## src/rtl/seg_scan_ctrl_pkg.sv

```systemverilog
// Shared definitions for the 7-segment scan controller.
// Segment patterns are active low, ordered {a,b,c,d,e,f,g} with a in bit 6.
package seg_scan_ctrl_pkg;

  localparam logic [6:0] SEG_BLANK = 7'h7F;

  localparam logic [6:0] SEG_D0 = 7'b0000001;
  localparam logic [6:0] SEG_D1 = 7'b1001111;
  localparam logic [6:0] SEG_D2 = 7'b0010010;
  localparam logic [6:0] SEG_D3 = 7'b0000110;
  localparam logic [6:0] SEG_D4 = 7'b1001100;
  localparam logic [6:0] SEG_D5 = 7'b0100100;
  localparam logic [6:0] SEG_D6 = 7'b0100000;
  localparam logic [6:0] SEG_D7 = 7'b0001111;
  localparam logic [6:0] SEG_D8 = 7'b0000000;
  localparam logic [6:0] SEG_D9 = 7'b0000100;

  // Per-slot phase: anodes off during StBlank, one anode on during StDrive.
  typedef enum logic {StBlank, StDrive} scan_state_e;

endpackage

```

## src/rtl/seg_scan_ctrl_bcd_to_7seg_ca.sv

```systemverilog
// Combinational BCD to common-anode 7-segment decoder.
// Ports:
//   bcd   - 4-bit BCD digit; codes 10-15 decode to all segments off
//   seg_n - active-low segments {a,b,c,d,e,f,g}
module bcd_to_7seg_ca
  import seg_scan_ctrl_pkg::*;
(
  input  logic [3:0] bcd,
  output logic [6:0] seg_n
);

  always_comb begin
    seg_n = SEG_BLANK;
    case (bcd)
      4'd0:    seg_n = SEG_D0;
      4'd1:    seg_n = SEG_D1;
      4'd2:    seg_n = SEG_D2;
      4'd3:    seg_n = SEG_D3;
      4'd4:    seg_n = SEG_D4;
      4'd5:    seg_n = SEG_D5;
      4'd6:    seg_n = SEG_D6;
      4'd7:    seg_n = SEG_D7;
      4'd8:    seg_n = SEG_D8;
      4'd9:    seg_n = SEG_D9;
      default: seg_n = SEG_BLANK;
    endcase
  end

endmodule

```

## src/rtl/seg_scan_ctrl.sv

```systemverilog
// Time-multiplexed scan controller for a common-anode 7-segment display.
// A shadow buffer accepts new values at any time; they are moved into the
// active buffer only at a frame boundary so the display never tears.
// Ports:
//   clk, rst_n   - clock; synchronous active-low reset
//   load, ready  - load handshake; accepted when load && ready
//   bcd_in       - BCD digits, digit k in [4k+3:4k]
//   dp_in        - decimal points, 1 = lit
//   lz_blank_en  - live enable for leading-zero blanking
//   seg_n, dp_n  - active-low segments / decimal point (registered)
//   an_n         - active-low anode enables (registered, at most one low)
module seg_scan_ctrl
  import seg_scan_ctrl_pkg::*;
#(
  parameter int unsigned NUM_DIGITS   = 4,
  parameter int unsigned REFRESH_DIV  = 50000,
  parameter int unsigned BLANK_CYCLES = 500
) (
  input  logic                    clk,
  input  logic                    rst_n,
  input  logic                    load,
  output logic                    ready,
  input  logic [4*NUM_DIGITS-1:0] bcd_in,
  input  logic [NUM_DIGITS-1:0]   dp_in,
  input  logic                    lz_blank_en,
  output logic [6:0]              seg_n,
  output logic                    dp_n,
  output logic [NUM_DIGITS-1:0]   an_n
);

  localparam int unsigned CntW = (REFRESH_DIV > 1) ? $clog2(REFRESH_DIV) : 1;
  localparam int unsigned IdxW = $clog2(NUM_DIGITS);

  localparam logic [CntW-1:0] BlankLast = CntW'(BLANK_CYCLES - 1);
  localparam logic [CntW-1:0] SlotLast  = CntW'(REFRESH_DIV - 1);
  localparam logic [IdxW-1:0] IdxLast   = IdxW'(NUM_DIGITS - 1);

  scan_state_e state_q, state_d;

  logic [CntW-1:0]         cnt_q;
  logic [IdxW-1:0]         idx_q;
  logic [4*NUM_DIGITS-1:0] active_bcd_q, shadow_bcd_q;
  logic [NUM_DIGITS-1:0]   active_dp_q, shadow_dp_q;
  logic                    pending_q;

  logic [6:0]            seg_q, seg_d;
  logic                  dp_q, dp_d;
  logic [NUM_DIGITS-1:0] an_q, an_d;

  logic                  slot_end, frame_end, accept;
  logic [3:0]            cur_bcd;
  logic [6:0]            dec_seg;
  logic [NUM_DIGITS-1:0] lz_mask;
  logic                  zero_run;

  // The slot counter spans the whole slot; the phase flips at fixed counts.
  assign slot_end  = (state_q == StDrive) && (cnt_q == SlotLast);
  assign frame_end = slot_end && (idx_q == IdxLast);
  assign ready     = ~pending_q;
  assign accept    = load && ready;

  // FSM state register
  always_ff @(posedge clk) begin
    if (!rst_n) state_q <= StBlank;
    else        state_q <= state_d;
  end

  // FSM next state
  always_comb begin
    state_d = state_q;
    case (state_q)
      StBlank: if (cnt_q == BlankLast) state_d = StDrive;
      StDrive: if (slot_end)           state_d = StBlank;
      default: state_d = StBlank;
    endcase
  end

  // Slot counter, digit index and double buffer
  always_ff @(posedge clk) begin
    if (!rst_n) begin
      cnt_q        <= '0;
      idx_q        <= '0;
      active_bcd_q <= '0;
      active_dp_q  <= '0;
      shadow_bcd_q <= '0;
      shadow_dp_q  <= '0;
      pending_q    <= 1'b0;
    end else begin
      if (slot_end) begin
        cnt_q <= '0;
        idx_q <= (idx_q == IdxLast) ? '0 : idx_q + 1'b1;
      end else begin
        cnt_q <= cnt_q + 1'b1;
      end
      // accept requires !pending, commit requires pending: never both.
      if (frame_end && pending_q) begin
        active_bcd_q <= shadow_bcd_q;
        active_dp_q  <= shadow_dp_q;
        pending_q    <= 1'b0;
      end else if (accept) begin
        shadow_bcd_q <= bcd_in;
        shadow_dp_q  <= dp_in;
        pending_q    <= 1'b1;
      end
    end
  end

  assign cur_bcd = active_bcd_q[4*int'(idx_q) +: 4];

  bcd_to_7seg_ca u_dec (
    .bcd   (cur_bcd),
    .seg_n (dec_seg)
  );

  // lz_mask[k] is set when digit k and every higher digit are zero; digit 0 stays lit.
  always_comb begin
    zero_run = 1'b1;
    lz_mask  = '0;
    for (int k = NUM_DIGITS - 1; k >= 0; k--) begin
      zero_run   = zero_run && (active_bcd_q[4*k +: 4] == 4'd0);
      lz_mask[k] = zero_run && (k != 0);
    end
  end

  // FSM outputs, registered below
  always_comb begin
    seg_d = SEG_BLANK;
    dp_d  = 1'b1;
    an_d  = '1;
    if (state_q == StDrive) begin
      an_d  = ~(NUM_DIGITS'(1) << idx_q);
      seg_d = (lz_blank_en && lz_mask[idx_q]) ? SEG_BLANK : dec_seg;
      dp_d  = ~active_dp_q[idx_q];
    end
  end

  always_ff @(posedge clk) begin
    if (!rst_n) begin
      seg_q <= SEG_BLANK;
      dp_q  <= 1'b1;
      an_q  <= '1;
    end else begin
      seg_q <= seg_d;
      dp_q  <= dp_d;
      an_q  <= an_d;
    end
  end

  assign seg_n = seg_q;
  assign dp_n  = dp_q;
  assign an_n  = an_q;

endmodule

```

## config.mk

```make
export PLATFORM = sky130hd
export DESIGN_NAME = seg_scan_ctrl
export DESIGN_NICKNAME = d
export VERILOG_FILES = /design/src/rtl/seg_scan_ctrl_pkg.sv /design/src/rtl/seg_scan_ctrl_bcd_to_7seg_ca.sv /design/src/rtl/seg_scan_ctrl.sv
export SDC_FILE = /design/constraint.sdc
export NUM_CORES = 1
export LEC_CHECK = 0
export ABC_AREA = 1
export CAP_MARGIN = 20
export CORE_MARGIN = 2
export CORE_UTILIZATION = 50
export CTS_CLUSTER_DIAMETER = 200
export DETAILED_ROUTE_END_ITERATION = 16
export GPL_ROUTABILITY_DRIVEN = 0
export GPL_TIMING_DRIVEN = 0
export PLACE_DENSITY = 0.77
export SLEW_MARGIN = 20
export SYNTH_ARGS = -nofsm -noshare
export SYNTH_HDL_FRONTEND = slang
export SYNTH_SLANG_ARGS = --single-unit
```

## constraint.sdc

```tcl
create_clock -name clk -period 1.6 [get_ports clk]
set_clock_uncertainty 0.2 [all_clocks]
set_input_delay 0.16 -clock clk [delete_from_list [all_inputs] [get_ports clk]]
set_output_delay 0.16 -clock clk [all_outputs]
set_load 0.03 [all_outputs]
```

== After elaboration in Yosys (flattened, before gate mapping) ==
Memory sizes are Yosys's and may differ from the RTL's. A register that Yosys moved wholly into a read port is not among the register bits.
Index checks and enable logic that the tools add are counted.

* Flip-flop bits (word level): 65
* Output and inout port bits: 13
* ROM bits: 112
* Logic and storage cells: 48
* Memories kept: 1
* Bits of input ports: 24

{| class="wikitable"
|+ Memories
! name !! words !! bits a word !! rd ports !! clocked after memory_dff !! write ports !! RTL line !! text
|-
| (name not given) || 16 || 7 || 1 || 1 || 0 || seg_scan_ctrl_bcd_to_7seg_ca.sv:14 || <nowiki>case (bcd)</nowiki>
|}

* $lt $le $gt $ge: 1
* Shifts and indexed selects: 2
* Reduce and logical (&&, ||, !) cells: 15
* Multiplexer cells: 8
* Equality and inequality tests: 3
* Add/sub/neg operators: 2
* Bitwise gates (word level): 6

{| class="wikitable"
|+ Operators with widths
! kind !! number
|-
| $add A16 B1 Y16 const B || 1
|-
| $eq A16 B16 Y1 const B || 1
|-
| $eq A16 B9 Y1 const B || 1
|-
| $shiftx A16 B5 Y4 || 1
|-
| $logic_not A4 Y1 || 3
|-
| $logic_and A1 B1 Y1 || 7
|-
| $not A1 Y1 || 5
|-
| $bmux W1 S2 || 2
|-
| $mux W1 || 4
|-
| $not A4 Y4 || 1
|-
| $reduce_and A2 Y1 || 2
|-
| $reduce_or A2 Y1 || 2
|-
| $shl A1 B2 Y4 const A || 1
|-
| $lt A2 B3 Y1 const B || 1
|-
| $reduce_or A3 Y1 || 1
|-
| $add A2 B1 Y2 const B || 1
|-
| $eq A2 B2 Y1 const B || 1
|-
| $mux W2 || 1
|-
| $pmux W1 S2 || 1
|}

== Longest topological paths before layout ==
Gate-level depths: netlist of the first run.

* Depth after elaboration: 7
* Mapped depth: 11

== Modules after synthesis ==
From an unflattened synthesis of the first run, not the netlist that was laid out.

* Cells, all modules: 466
* Area, all modules: 3,263.1 µm²

{| class="wikitable"
|+ By module, submodules not included
! module !! seq. area each (µm²) !! area each (µm²) !! times used !! cells an instance
|-
| seg_scan_ctrl || 1,441.4 || 3,075.4 || 1 || 431
|-
| bcd_to_7seg_ca || 0.0 || 187.7 || 1 || 35
|}

== Least setup slack after synthesis of the first run ==
No wires, ideal clock.

* Path type: reg-to-reg
* Start point: register idx_q[0]
* End point: register seg_q[3], in the netlist seg_n[3]
* Stages on the path, launching flop included: 10
* Required time: 1,338 ps
* Library setup time: 62 ps
* Data arrival time: 1,501 ps
* Path buffers: 1
* Path slack: -163 ps
* Cell sequence: dfxtp_1 -> buf_4 -> inv_2 -> nor2_1 -> o21ai_2 -> inv_1 -> ha_1 -> o21ai_0 -> nand2_1 -> nand3_1

* Cells in the longest elaborated chain, start to end: 4

{| class="wikitable"
|+ Ends and longest elaborated chain
! what !! RTL line !! text
|-
| start: declaration || seg_scan_ctrl.sv:41 || <nowiki>logic [IdxW-1:0] idx_q;</nowiki>
|-
| start signal: assignment || seg_scan_ctrl.sv:91 || <nowiki>idx_q <= (idx_q == IdxLast) ? '0 : idx_q + 1'b1;</nowiki>
|-
| $bmux W1 S2 || seg_scan_ctrl.sv:132 || <nowiki>seg_d = (lz_blank_en && lz_mask[idx_q]) ? SEG_BLANK : dec_seg;</nowiki>
|-
| $mux W1 (not written as such) || seg_scan_ctrl.sv:132 ||
|-
| $logic_and A1 B1 Y1 || seg_scan_ctrl.sv:132 ||
|-
| $reduce_or A3 Y1 (no source line) || n/a ||
|-
| end: declaration || seg_scan_ctrl.sv:46 || <nowiki>logic [6:0] seg_q, seg_d;</nowiki>
|}

Several ways; a longest one is shown, not always the timed one. The select of a mux whose other input is x is not followed.
A chain may end at the register's enable or synchronous reset.

== Final worst setup path of the first run ==
Same ends and word-level chain as after synthesis.

==> run summary, run 1 <==
GRT
----------------------------------------------------------------------------------------------------
GRT Residual Overflow .................................................................            0
GRT met1 Usage ........................................................................        27.8%
Wire length of the first global-routing pass ..........................................     13100 µm
Maximum number of pins on one net before global-route repair ..........................           14
Vias in the first global route ........................................................         2974
GR Layer Usage met3 ...................................................................        5.54%
Global routing usage summed across all routing layers .................................        22.4%
Met2 Usage GRT ........................................................................        36.4%
Most used routing layer ...............................................................         met2
Antenna violations before repair ......................................................            0

DIE
----------------------------------------------------------------------------------------------------
Height of the chip ....................................................................      85.3 µm
Number of placed I/O pins .............................................................           37
Standard-cell rows ....................................................................           29
Die Width .............................................................................      85.3 µm
Die Area ..............................................................................  0.00727 mm²
Core Box Area .........................................................................  0.00639 mm²
Effective utilization at floorplan ....................................................        51.7%

STA
----------------------------------------------------------------------------------------------------
Final critical path time including I/O delays and setup ...............................      1.76 ns
Maximum frequency from static timing analysis .........................................      568 MHz
Headroom to the max-slew limit ........................................................        67.9%
RSZ-0062 raised after global routing ..................................................         true
Final hold violations .................................................................            0
Slew at the pin closest to its max-slew limit .........................................     0.481 ns
Final setup slack of the worst path ...................................................    -0.161 ns
Worst hold slack across all endpoints .................................................    0.0450 ns
Final setup viols .....................................................................           30
Portion of the clock cycle consumed by the worst path in the final layout .............         110%
Count of final max-slew check failures ................................................            0

RUN
----------------------------------------------------------------------------------------------------
Max-capacitance violation count .......................................................            0

POWER AND IR DROP
----------------------------------------------------------------------------------------------------
Proportion of power drawn by combinational gates ......................................         5.5%
Leak Pwr ..............................................................................      2.05 nW
Net Switching .........................................................................   0.000862 W
Proportion of power drawn by flip-flops and latches ...................................        46.7%
Maximum VDD drop ......................................................................     0.702 mV
Fraction of power consumed by the clock network .......................................        47.9%
Power per cell area ...................................................................   838 mW/mm²
Internal power ........................................................................    0.00314 W
Fraction of power spent switching nets ................................................        21.5%

WORST HOLD PATH
----------------------------------------------------------------------------------------------------
Hold path cells .......................................................................            3
Kind of path behind the tightest hold check ........................................... primary input to flop

CTS
----------------------------------------------------------------------------------------------------
Skew-Pair Late Insertion Delay ........................................................      0.35 ns
Hold buffers post-CTS .................................................................            0
Maximum number of buffers from clock root to sink .....................................            2
Clock root buffer ..................................................................... sky130_fd_sc_hd__clkbuf_8
Cts bufs inserted .....................................................................            9
CTS tree ..............................................................................          yes
Clock net sink count ..................................................................           72
Clock-pin slew reported for the worst setup and hold paths after clock tree synthesis .      0.08 ns
CTS H-Tree Depth ......................................................................            3

WORST SETUP PATH
----------------------------------------------------------------------------------------------------
Capturing element type of the critical path ...........................................         flop
Worst Path Buf+Inv ....................................................................            3
Crit start category ...................................................................         flop
CP max stage cell ..................................................................... sky130_fd_sc_hd__dfxtp_2
Delay of the slowest cell on the worst path ...........................................      0.33 ns
FF-to-FF setup slack ..................................................................     -0.16 ns
Data required time at the worst endpoint ..............................................      1.63 ns
Critical path, cell by cell ........................................................... buf_6 > buf_8 > nand2_2 > nand3_2 > o21ai_4 > inv_4 > ha_4 > o21ai_1 > nand2_1 > nand3_1
Number of cells traversed by the worst register-to-register path ......................           10
Critical path class ................................................................... flop to flop
CP Max Fanout .........................................................................            6
Top delay family on crit path ......................................................... buffers and inverters
Total number of cells along the worst setup path ......................................           10
Data arrival, critical path ...........................................................      1.79 ns

LOGIC SYNTHESIS
----------------------------------------------------------------------------------------------------
Total of flip-flops plus latches after synthesis ......................................           72
Net count of the mapped netlist .......................................................          507
Portion of the post-synthesis area used by sequential elements ........................        43.7%
Number of library cell types mapped by synthesis ......................................           27
Yosys synthesis warning count .........................................................            0
Post-Synthesis Cells ..................................................................          472
Synthesized cell area .................................................................  0.00330 mm²
Synthesized area divided by synthesized cell count ....................................     7.00 µm²

PLACEMENT
----------------------------------------------------------------------------------------------------
Buffers on Ports ......................................................................           35
Post-placement cell area ..............................................................  0.00376 mm²
Setup Slack @ Placement ...............................................................    -0.241 ns
Placed cell count .....................................................................          584
HPWL reported at the end of detailed placement ........................................      4890 µm

FINAL LAYOUT
----------------------------------------------------------------------------------------------------
Growth of design area from synthesis to finish ........................................        44.8%
Layout Cells excl Fill ................................................................          636
Post-layout net count .................................................................          589
Number of antenna diodes ..............................................................            0
Final core area utilization ...........................................................        74.8%
Final design instance area without fill ...............................................  0.00478 mm²
Layout cell share with drive strength beyond 1 ........................................        30.9%

ROUTE
----------------------------------------------------------------------------------------------------
Vias/cell .............................................................................         5.25
Total DRC errors in the routed layout .................................................            0
Via count .............................................................................         3338
Routed wire length ....................................................................      9230 µm
Starting DRT DRC Count ................................................................          181
Detailed Routing Iterations Pass 1 ....................................................            4
Final antenna-violating net count .....................................................            0
Average wire per cell in the routed design ............................................      14.5 µm

OUTCOME
----------------------------------------------------------------------------------------------------
Run status ............................................................................ finished with violations
Violated checks ....................................................................... negative setup slack

[tightest hold or removal path: cells and delay by family]
family	cells	cell delay (ns)
simple gates	1	0.04
compound gates	1	0.14
buf+inv	1	0.21
[power by group through the flow]
stage          Sequential [W]  Clock, W  Combinational (W)
2_1_floorplan         0.00190         0          0.0000939
3_3_place_gp          0.00190         0           0.000171
3_5_place_dp          0.00191         0           0.000175
4_1_cts               0.00187   0.00192           0.000199
5_1_grt               0.00187   0.00202           0.000244
6_report              0.00187   0.00192           0.000220
[cell families (layout without fill, tap and decap cells)]
| group | after synthesis | count (layout) | synth area share, % |
|---|---|---|---|
| and+or+nand+nor | 268 | 269 | 34.7 |
| buffers and inverters | 71 | 157 | 9.13 |
| DFF | 72 | 72 | 43.7 |
| adders and majority gates | 11 | 11 | 4.17 |
| xor gates and xnor gates | 3 | 3 | 0.796 |
| AOI/OAI and AO/OA | 47 | 47 | 7.58 |
[state kept, by name, summed over array words and instances, names as in the netlist]
name          cells
active_bcd_q     16
cnt_q            16
shadow_bcd_q     16
seg_n             7
active_dp_q       4
an_n              4
shadow_dp_q       4
idx_q             2
dp_n              1
pending_q         1
state_q           1
[repair_timing]
item / 4_1_cts / 5_1_grt
cloned: 1 / 5
pin swaps: 11 / 16
gates resized for setup: 54 / 107
setup endpoints to repair: 59 / 47
buffers inserted: 19 / 12
[worst paths after layout]
kind / end / start
worst max-delay path: seg_n[3] / idx_q[0]
worst min-delay path: shadow_bcd_q[1] / rst_n
worst max register to register: seg_n[3] / idx_q[0]
worst min register to register: active_bcd_q[11] / shadow_bcd_q[11]
[routing by layer]
layer | share of wire (%) | wire [µm]
met1 | 42 | 3850
met3 | 5.9 | 548
met5 | 0 | 0
met4 | 3.7 | 339
met2 | 49 | 4500
[cell usage after synthesis]
cell                       number  area share, %
sky130_fd_sc_hd__nor2_1       109             12
sky130_fd_sc_hd__nand2_1      101             11
sky130_fd_sc_hd__dfxtp_1       72             44
sky130_fd_sc_hd__inv_1         52            5.9
sky130_fd_sc_hd__o21ai_0       31            4.7
sky130_fd_sc_hd__nand3_1       30            4.5
sky130_fd_sc_hd__a21oi_1       12            1.8
sky130_fd_sc_hd__ha_1          11            4.2
sky130_fd_sc_hd__clkbuf_1       7           0.80
sky130_fd_sc_hd__nand4_1        7            1.3
sky130_fd_sc_hd__nor2_2         5           0.95
sky130_fd_sc_hd__nor3_1         5           0.76
sky130_fd_sc_hd__buf_2          4           0.61
sky130_fd_sc_hd__buf_6          3            1.0
sky130_fd_sc_hd__inv_2          3           0.34
sky130_fd_sc_hd__nand2_2        3           0.57
sky130_fd_sc_hd__nand3_2        3           0.91
sky130_fd_sc_hd__xor2_1         3           0.80
sky130_fd_sc_hd__buf_4          2           0.45
sky130_fd_sc_hd__nor2_4         2           0.68
sky130_fd_sc_hd__a31oi_1        1           0.19
sky130_fd_sc_hd__a31oi_2        1           0.38
sky130_fd_sc_hd__nand3b_1       1           0.23
sky130_fd_sc_hd__nand4_4        1           0.64
sky130_fd_sc_hd__o211ai_1       1           0.23
sky130_fd_sc_hd__o21ai_2        1           0.27
sky130_fd_sc_hd__or2_2          1           0.19
[layout make-up]
type	instances	area [µm²]
Multi-Input combinational cell	330	1940
Fill cell	447	1610
Sequential cell	72	1480
Timing Repair Buffer	71	682
Inverter	55	216
Clock inverter	7	143
Clock buffer	9	124
Buffer	15	108
Tap cell	77	96.3
[cell usage in the layout (no fill, tap or decap), types with 7 or more instances in the layout]
| cell type | synthesis | final |
|---|---|---|
| sky130_fd_sc_hd__nand3_1 | 30 | 24 |
| sky130_fd_sc_hd__buf_6 | 3 | 17 |
| sky130_fd_sc_hd__dfxtp_1 | 72 | 55 |
| sky130_fd_sc_hd__dfxtp_2 | 0 | 12 |
| sky130_fd_sc_hd__inv_1 | 52 | 45 |
| sky130_fd_sc_hd__a21oi_2 | 0 | 9 |
| sky130_fd_sc_hd__nor2_2 | 5 | 20 |
| sky130_fd_sc_hd__clkbuf_8 | 0 | 9 |
| sky130_fd_sc_hd__nand2_2 | 3 | 22 |
| sky130_fd_sc_hd__buf_4 | 2 | 22 |
| sky130_fd_sc_hd__nor2_1 | 109 | 88 |
| sky130_fd_sc_hd__clkdlybuf4s50_1 | 0 | 22 |
| sky130_fd_sc_hd__nand4_1 | 7 | 7 |
| sky130_fd_sc_hd__inv_2 | 3 | 7 |
| sky130_fd_sc_hd__nor2_4 | 2 | 8 |
| sky130_fd_sc_hd__nand2_1 | 101 | 77 |
| sky130_fd_sc_hd__clkbuf_1 | 7 | 7 |
| sky130_fd_sc_hd__o21ai_0 | 31 | 25 |
| sky130_fd_sc_hd__dlygate4sd2_1 | 0 | 13 |
[metrics by stage]
step                      setup TNS [ns]  power (W)
after floorplan                   -0.243    0.00199
after global placement             -5.35    0.00208
after detailed placement           -6.82    0.00208
after CTS                         -0.581    0.00399
after global routing               -3.68    0.00414
final                              -1.14    0.00400
No activity file was read; power rests on OpenSTA's default activity.
==> run 2: changes to the inputs <==
- CORE_ASPECT_RATIO: not set -> 0.5
- clock period: 1.6 -> 1.4 ns (I/O delays scaled with it)
==> run summary, run 2 (synthesis results as in run 1) <==
OUTCOME
----------------------------------------------------------------------------------------------------
Run status ............................................................................ finished with violations
Violated checks ....................................................................... negative setup slack

STA
----------------------------------------------------------------------------------------------------
Final setup viols .....................................................................           48   +60%
Count of final max-slew check failures ................................................            0   unchanged
Maximum frequency from static timing analysis .........................................      535 MHz   -5.8%
Final setup slack of the worst path ...................................................    -0.470 ns   -0.309 ns
Slew at the pin closest to its max-slew limit .........................................     0.624 ns   +0.143 ns
Final critical path time including I/O delays and setup ...............................      1.87 ns   +0.109 ns
Headroom to the max-slew limit ........................................................        58.4%   -9.5 points
Final hold violations .................................................................            0   unchanged
Portion of the clock cycle consumed by the worst path in the final layout .............         134%   +24 points
RSZ-0062 raised after global routing ..................................................         true
Worst hold slack across all endpoints .................................................     0.137 ns   +0.0916 ns

ROUTE
----------------------------------------------------------------------------------------------------
Starting DRT DRC Count ................................................................          462   +160%
Detailed Routing Iterations Pass 1 ....................................................            5   +1
Vias/cell .............................................................................         5.40   +2.9%
Final antenna-violating net count .....................................................            0   unchanged
Via count .............................................................................         3510   +5.2%
Routed wire length ....................................................................     10800 µm   +17%
Total DRC errors in the routed layout .................................................            0   unchanged
Average wire per cell in the routed design ............................................      16.5 µm   +14%

CTS
----------------------------------------------------------------------------------------------------
CTS tree ..............................................................................          yes
Cts bufs inserted .....................................................................            9   unchanged
Clock root buffer ..................................................................... sky130_fd_sc_hd__clkbuf_16
Maximum number of buffers from clock root to sink .....................................            2   unchanged
Clock-pin slew reported for the worst setup and hold paths after clock tree synthesis .      0.06 ns   -0.02 ns
CTS H-Tree Depth ......................................................................            3   unchanged
Clock net sink count ..................................................................           72   unchanged
Skew-Pair Late Insertion Delay ........................................................      0.34 ns   about the same

WORST HOLD PATH
----------------------------------------------------------------------------------------------------
Startpoint of the tightest hold check path ............................................        rst_n
Kind of path behind the tightest hold check ........................................... primary input to flop
Worst Hold Path EP .................................................................... shadow_bcd_q[1]
Hold path cells .......................................................................            3   unchanged

FINAL LAYOUT
----------------------------------------------------------------------------------------------------
Final core area utilization ...........................................................        78.4%   +3.5 points
Most common library cell in the layout ignoring fill and taps ......................... sky130_fd_sc_hd__nand2_1
# fillers .............................................................................          387   -13%
Number of antenna diodes ..............................................................            0   unchanged
Growth of design area from synthesis to finish ........................................        47.9%
Area taken by flip-flops and latches ..................................................  0.00147 mm²   -0.68%
Largest registers ..................................................................... active_bcd_q x16, cnt_q x16, shadow_bcd_q x16
Commonest non-fill, non-tap cells in the layout ....................................... sky130_fd_sc_hd__nand2_1 (84), sky130_fd_sc_hd__nor2_1 (80), sky130_fd_sc_hd__dfxtp_1 (61), sky130_fd_sc_hd__inv_1 (46), sky130_fd_sc_hd__nand3_1 (27)
Post-layout net count .................................................................          592   +0.51%
Layout cell share with drive strength beyond 1 ........................................        31.0%   about the same
Multi-input gate area in the final layout .............................................  0.00199 mm²   +2.8%

WORST SETUP PATH
----------------------------------------------------------------------------------------------------
Delay of the slowest cell on the worst path ...........................................      0.33 ns   about the same
Endpoint of the worst-slack reg-to-reg timing path ....................................     seg_n[2]
Crit Reg-Reg Startpoint ...............................................................     idx_q[0]
FF-to-FF setup slack ..................................................................     -0.47 ns   -0.31 ns
Number of cells traversed by the worst register-to-register path ......................           10   unchanged
Data required time at the worst endpoint ..............................................      1.38 ns   -0.25 ns
Critical path, cell by cell ........................................................... buf_6 > buf_8 > nand2_2 > nand3_2 > o21ai_4 > buf_4 > ha_4 > nand3_1 > nand3_1 > nand3_1
CP max stage cell ..................................................................... sky130_fd_sc_hd__dfxtp_2
Capturing element type of the critical path ...........................................         flop
Data arrival, critical path ...........................................................      1.85 ns   +0.06 ns
Critical Path Start ...................................................................     idx_q[0]
Top cell by count, worst path ......................................................... sky130_fd_sc_hd__nand3_1
Critical path class ................................................................... flop to flop
Crit start category ...................................................................         flop
CP Max Fanout .........................................................................            7   +1

RUN
----------------------------------------------------------------------------------------------------
Max-capacitance violation count .......................................................            0   unchanged

GRT
----------------------------------------------------------------------------------------------------
Global routing usage summed across all routing layers .................................        24.5%   +2.1 points
Antenna violations before repair ......................................................            0   unchanged
GRT Residual Overflow .................................................................            0   unchanged
Wire length of the first global-routing pass ..........................................     13600 µm   +4.4%
Maximum number of pins on one net before global-route repair ..........................           13   -1
Vias in the first global route ........................................................         2935   -1.3%

PLACEMENT
----------------------------------------------------------------------------------------------------
HPWL reported at the end of detailed placement ........................................      5060 µm   +3.5%
Buffers on Ports ......................................................................           35   unchanged
Setup Slack @ Placement ...............................................................    -0.419 ns   -0.178 ns

POWER AND IR DROP
----------------------------------------------------------------------------------------------------
Post-layout power .....................................................................    0.00454 W   +13%
Proportion of power drawn by combinational gates ......................................         5.8%   +0.3 points
Maximum VDD drop ......................................................................     0.709 mV   +1.0%
Net Switching .........................................................................    0.00108 W   +25%
Internal power ........................................................................    0.00346 W   +10%
Proportion of power drawn by flip-flops and latches ...................................        47.5%   +0.8 points
Fraction of power spent switching nets ................................................        23.7%   +2.2 points
Power per cell area ...................................................................   930 mW/mm²   +11%
Leak Pwr ..............................................................................      2.08 nW   +1.4%
Fraction of power consumed by the clock network .......................................        46.7%   -1.2 points

DIE
----------------------------------------------------------------------------------------------------
Standard-cell rows ....................................................................           20   -31%
Die Width .............................................................................       119 µm   +39%
Core Box Area .........................................................................  0.00623 mm²   -2.4%
Number of placed I/O pins .............................................................           37   unchanged
Effective utilization at floorplan ....................................................        53.0%   +1.3 points
Die Area ..............................................................................  0.00731 mm²   +0.54%
Height of the chip ....................................................................      61.5 µm   -28%

[run 2: worst max path at each step]
stage	cells after the start	endpoint
detailed placement	10	seg_n[3]
CTS	10	seg_n[1]
global route	10	seg_n[1]
global placement	7	seg_n[3]
finish	10	seg_n[2]
floorplan	10	seg_n[3]
[run 2: critical path, delay by kind of cell, from the launching register on]
| kind | cells | cell delay, ns |
|---|---|---|
| simple gates | 5 | 0.50 |
| buf+inv | 3 | 0.44 |
| flops | 1 | 0.33 |
| compound gates | 1 | 0.11 |
| fa+ha+maj | 1 | 0.11 |
[run 2: through the flow]
stage / setup TNS [ns] / std cells / cell area [µm²]
after floorplan: -3.23 / 472 / 3380
after detailed placement: -15.82 / 595 / 3840
after global placement: -14.38 / 595 / 3840
after CTS: -8.96 / 636 / 4420
after global routing: -17.42 / 650 / 4880
final: -14.76 / 650 / 4880
[run 2: per-layer routing]
| metal | vias up | track usage (%) | share of wire, % |
|---|---|---|---|
| met5 | - | 0 | 0 |
| met4 | 0 | 9.86 | 4.7 |
| met3 | 55 | 7.87 | 9.2 |
| met2 | 214 | 41.7 | 46 |
| met1 | 1590 | 29.8 | 40 |
| li1 | 1651 | - | - |
[run 2: final cells by class]
class | count | area share, %
Timing Repair Buffer | 73 | 14.2
Sequential cell | 72 | 30.0
Buffer | 16 | 2.79
Clock buffer | 10 | 4.89
Tap cell | 88 | 2.26
Inverter | 55 | 4.38
Multi-Input combinational cell | 330 | 40.8
Clock inverter | 6 | 0.718
[run 2: power groups by stage]
stage | registers (W) | clock network [W] | logic, W
finish | 0.00216 | 0.00212 | 0.000262
global route | 0.00216 | 0.00220 | 0.000289
global placement | 0.00218 | 0 | 0.000203
detailed placement | 0.00218 | 0 | 0.000208
CTS | 0.00214 | 0.00212 | 0.000216
floorplan | 0.00217 | 0 | 0.000114
[run 2: repair_timing]
item,CTS,global route
setup buffers,20,13
resized for setup,61,104
cloned,5,1
pin swaps,11,31
hold buffers,0,0
hold endpoints to repair,0,0
endpoints found under the setup margin,80,72
==> run 3: changes to the inputs <==
- CORE_UTILIZATION: 50 -> 40
- PLACE_DENSITY: 0.77 -> 0.64
==> run summary, run 3 (synthesis results as in run 1) <==
PLACEMENT
----------------------------------------------------------------------------------------------------
HPWL reported at the end of detailed placement ........................................      5160 µm   +2.0%
Placed cell count .....................................................................          619   +4.0%
Buffers on Ports ......................................................................           35   unchanged

CTS
----------------------------------------------------------------------------------------------------
CTS H-Tree Depth ......................................................................            3   unchanged
Cts bufs inserted .....................................................................            9   unchanged
Hold buffers post-CTS .................................................................            0   unchanged
Maximum number of buffers from clock root to sink .....................................            2   unchanged
Skew-Pair Late Insertion Delay ........................................................      0.34 ns   about the same
CTS tree ..............................................................................          yes
Clock root buffer ..................................................................... sky130_fd_sc_hd__clkbuf_16
Clock-pin slew reported for the worst setup and hold paths after clock tree synthesis .      0.06 ns   about the same
Clock net sink count ..................................................................           72   unchanged

GRT
----------------------------------------------------------------------------------------------------
Wire length of the first global-routing pass ..........................................     13200 µm   -3.2%
Vias in the first global route ........................................................         2869   -2.2%
Global routing usage summed across all routing layers .................................        18.9%   -5.6 points
Antenna violations before repair ......................................................            0   unchanged
Maximum number of pins on one net before global-route repair ..........................           13   unchanged
GRT Residual Overflow .................................................................            0   unchanged

WORST SETUP PATH
----------------------------------------------------------------------------------------------------
Crit Reg-Reg Startpoint ...............................................................    cnt_q[12]
Crit start category ...................................................................         flop
FF-to-FF setup slack ..................................................................     -0.33 ns   +0.14 ns
CP Max Fanout .........................................................................            5   -2
Endpoint of the worst-slack reg-to-reg timing path .................................... active_bcd_q[15]
Capturing element type of the critical path ...........................................         flop
Critical path class ................................................................... flop to flop
Data arrival, critical path ...........................................................      1.80 ns   -0.05 ns
Number of cells traversed by the worst register-to-register path ......................            9   -1
Data required time at the worst endpoint ..............................................      1.47 ns   +0.09 ns

WORST HOLD PATH
----------------------------------------------------------------------------------------------------
Kind of path behind the tightest hold check ........................................... primary input to flop
Startpoint of the tightest hold check path ............................................        rst_n
Hold path cells .......................................................................            3   unchanged
Worst Hold Path EP .................................................................... shadow_bcd_q[0]

OUTCOME
----------------------------------------------------------------------------------------------------
Violated checks ....................................................................... negative setup slack
Run status ............................................................................ finished with violations

STA
----------------------------------------------------------------------------------------------------
Worst hold slack across all endpoints .................................................     0.125 ns   -0.0120 ns
Maximum frequency from static timing analysis .........................................      579 MHz   +8.3%
Headroom to the max-slew limit ........................................................        59.1%   +0.66 points
Final critical path time including I/O delays and setup ...............................      1.73 ns   -0.144 ns
RSZ-0062 raised after global routing ..................................................         true
Final setup viols .....................................................................           47   -2.1%
Final setup slack of the worst path ...................................................    -0.326 ns   +0.144 ns
Slew at the pin closest to its max-slew limit .........................................     0.614 ns   -0.00984 ns
Final hold violations .................................................................            0   unchanged
Portion of the clock cycle consumed by the worst path in the final layout .............         123%   -10 points
Count of final max-slew check failures ................................................            0   unchanged

ROUTE
----------------------------------------------------------------------------------------------------
Total DRC errors in the routed layout .................................................            0   unchanged
Vias/cell .............................................................................         4.73   -12%
WL met3 ...............................................................................       411 µm   -59%
Average wire per cell in the routed design ............................................      13.1 µm   -21%
Starting DRT DRC Count ................................................................          162   -65%
Via count .............................................................................         3173   -9.6%
Final antenna-violating net count .....................................................            0   unchanged
Top Layer Used ........................................................................         met4
Wire length on met2 ...................................................................      4060 µm   -18%
Met1 routed wirelength after detailed routing .........................................      4150 µm   -4.2%
Routed wire length ....................................................................      8810 µm   -18%
Detailed Routing Iterations Pass 1 ....................................................            4   -1

DIE
----------------------------------------------------------------------------------------------------
Standard-cell rows ....................................................................           23   +15%
Die Area ..............................................................................  0.00904 mm²   +24%
Number of placed I/O pins .............................................................           37   unchanged
Core Box Area .........................................................................  0.00800 mm²   +28%
Die Width .............................................................................       132 µm   +11%
Height of the chip ....................................................................      68.2 µm   +11%
Effective utilization at floorplan ....................................................        41.3%   -12 points

FINAL LAYOUT
----------------------------------------------------------------------------------------------------
Layout Cells excl Fill ................................................................          671   +3.2%
Number of antenna diodes ..............................................................            0   unchanged
Largest registers ..................................................................... active_bcd_q x16, cnt_q x16, shadow_bcd_q x16
Final core area utilization ...........................................................        61.9%   -16 points
Most common library cell in the layout ignoring fill and taps ......................... sky130_fd_sc_hd__nand2_1
Post-layout net count .................................................................          589   -0.51%
Growth of design area from synthesis to finish ........................................        50.1%
Layout cell share with drive strength beyond 1 ........................................        30.9%   about the same
Commonest non-fill, non-tap cells in the layout ....................................... sky130_fd_sc_hd__nand2_1 (85), sky130_fd_sc_hd__nor2_1 (84), sky130_fd_sc_hd__dfxtp_1 (60), sky130_fd_sc_hd__inv_1 (45), sky130_fd_sc_hd__buf_4 (24)

POWER AND IR DROP
----------------------------------------------------------------------------------------------------
Leak Pwr ..............................................................................      2.13 nW   +2.5%
Post-layout power .....................................................................    0.00504 W   +11%
Power per cell area ...................................................................  1020 mW/mm²   +9.4%
Maximum VDD drop ......................................................................     0.584 mV   -18%

RUN
----------------------------------------------------------------------------------------------------
Max-capacitance violation count .......................................................            0   unchanged

==> run 3: changes by cell type in the layout (fill, tap and decap cells not counted), moves of 3 or more <==
cell and change:
sky130_fd_sc_hd__nor2_1 +4, sky130_fd_sc_hd__clkinv_2 -3, sky130_fd_sc_hd__dlygate4sd2_1 -7, sky130_fd_sc_hd__nor2_2 +7, sky130_fd_sc_hd__nand3_1 -5, sky130_fd_sc_hd__buf_6 -6
sky130_fd_sc_hd__bufinv_16 +3, sky130_fd_sc_hd__clkdlybuf4s15_1 +6, sky130_fd_sc_hd__nand3_2 +6, sky130_fd_sc_hd__nor2_4 -11
==> run 3: through the flow <==
stage | setup slack (ns) | setup TNS (ns) | instance area [µm²]
floorplan | -0.268 | -3.23 | 3380
global placement | -0.417 | -15.46 | 3870
detailed placement | -0.436 | -15.54 | 3870
CTS | -0.315 | -8.88 | 4500
global route | -0.420 | -14.52 | 4960
finish | -0.326 | -11.25 | 4960
==> run 3: report_power, final <==
| part | switching, W | internal, W | leakage (nW) | total [W] |
|---|---|---|---|---|
| Clock | 0.000871 | 0.00179 | 0.170 | 0.00266 |
| Combinational | 0.000119 | 0.000121 | 1.37 | 0.000240 |
| Sequential | 0.0000436 | 0.00210 | 0.592 | 0.00214 |
| Total | 0.00103 | 0.00401 | 2.13 | 0.00504 |
==> run 3: how the worst max path moves through the flow <==
stage	from	end	slack, ns	cells after the start
5_1_grt	cnt_q[10]	active_bcd_q[4]	-0.42	8
3_3_place_gp	idx_q[0]	seg_n[1]	-0.42	10
6_report	cnt_q[12]	active_bcd_q[15]	-0.33	9
3_5_place_dp	idx_q[1]	seg_n[3]	-0.44	7
2_1_floorplan	idx_q[0]	seg_n[3]	-0.27	10
4_1_cts	idx_q[0]	seg_n[1]	-0.32	10
==> run 3: cell type report <==
class                   count  area, µm²
multi-input cells         330       1940
repair buffers             70        707
fillers                   708       3040
inverters                  55        216
plain buffers              16        135
well taps                 112        140
clock inverters             5        104
flip-flops and latches     72       1470
clock buffers              11        243
==> run 3: critical path: stages (launching register included) <==
cell and delay, ns:
sky130_fd_sc_hd__dfxtp_1 0.33, sky130_fd_sc_hd__nor2_1 0.17, sky130_fd_sc_hd__inv_1 0.09, sky130_fd_sc_hd__nor2_4 0.18, sky130_fd_sc_hd__buf_12 0.14, sky130_fd_sc_hd__nand4_4 0.14, sky130_fd_sc_hd__buf_6 0.17, sky130_fd_sc_hd__nand2_1 0.06
sky130_fd_sc_hd__nand2_1 0.06, sky130_fd_sc_hd__nor2_1 0.10
==> run 3: per-layer routing <==
layer	global-route usage, %	vias up
met4	8.47	0
met3	5.93	20
met1	22.8	1439
met5	0	-
li1	-	1643
met2	31.9	71
==> run 3: what timing repair did <==
item | in CTS | in global routing
setup buffers | 17 | 14
gates resized for setup | 69 | 92
pin swaps | 21 | 22
cloned | 0 | 6
setup endpoints to repair | 80 | 76
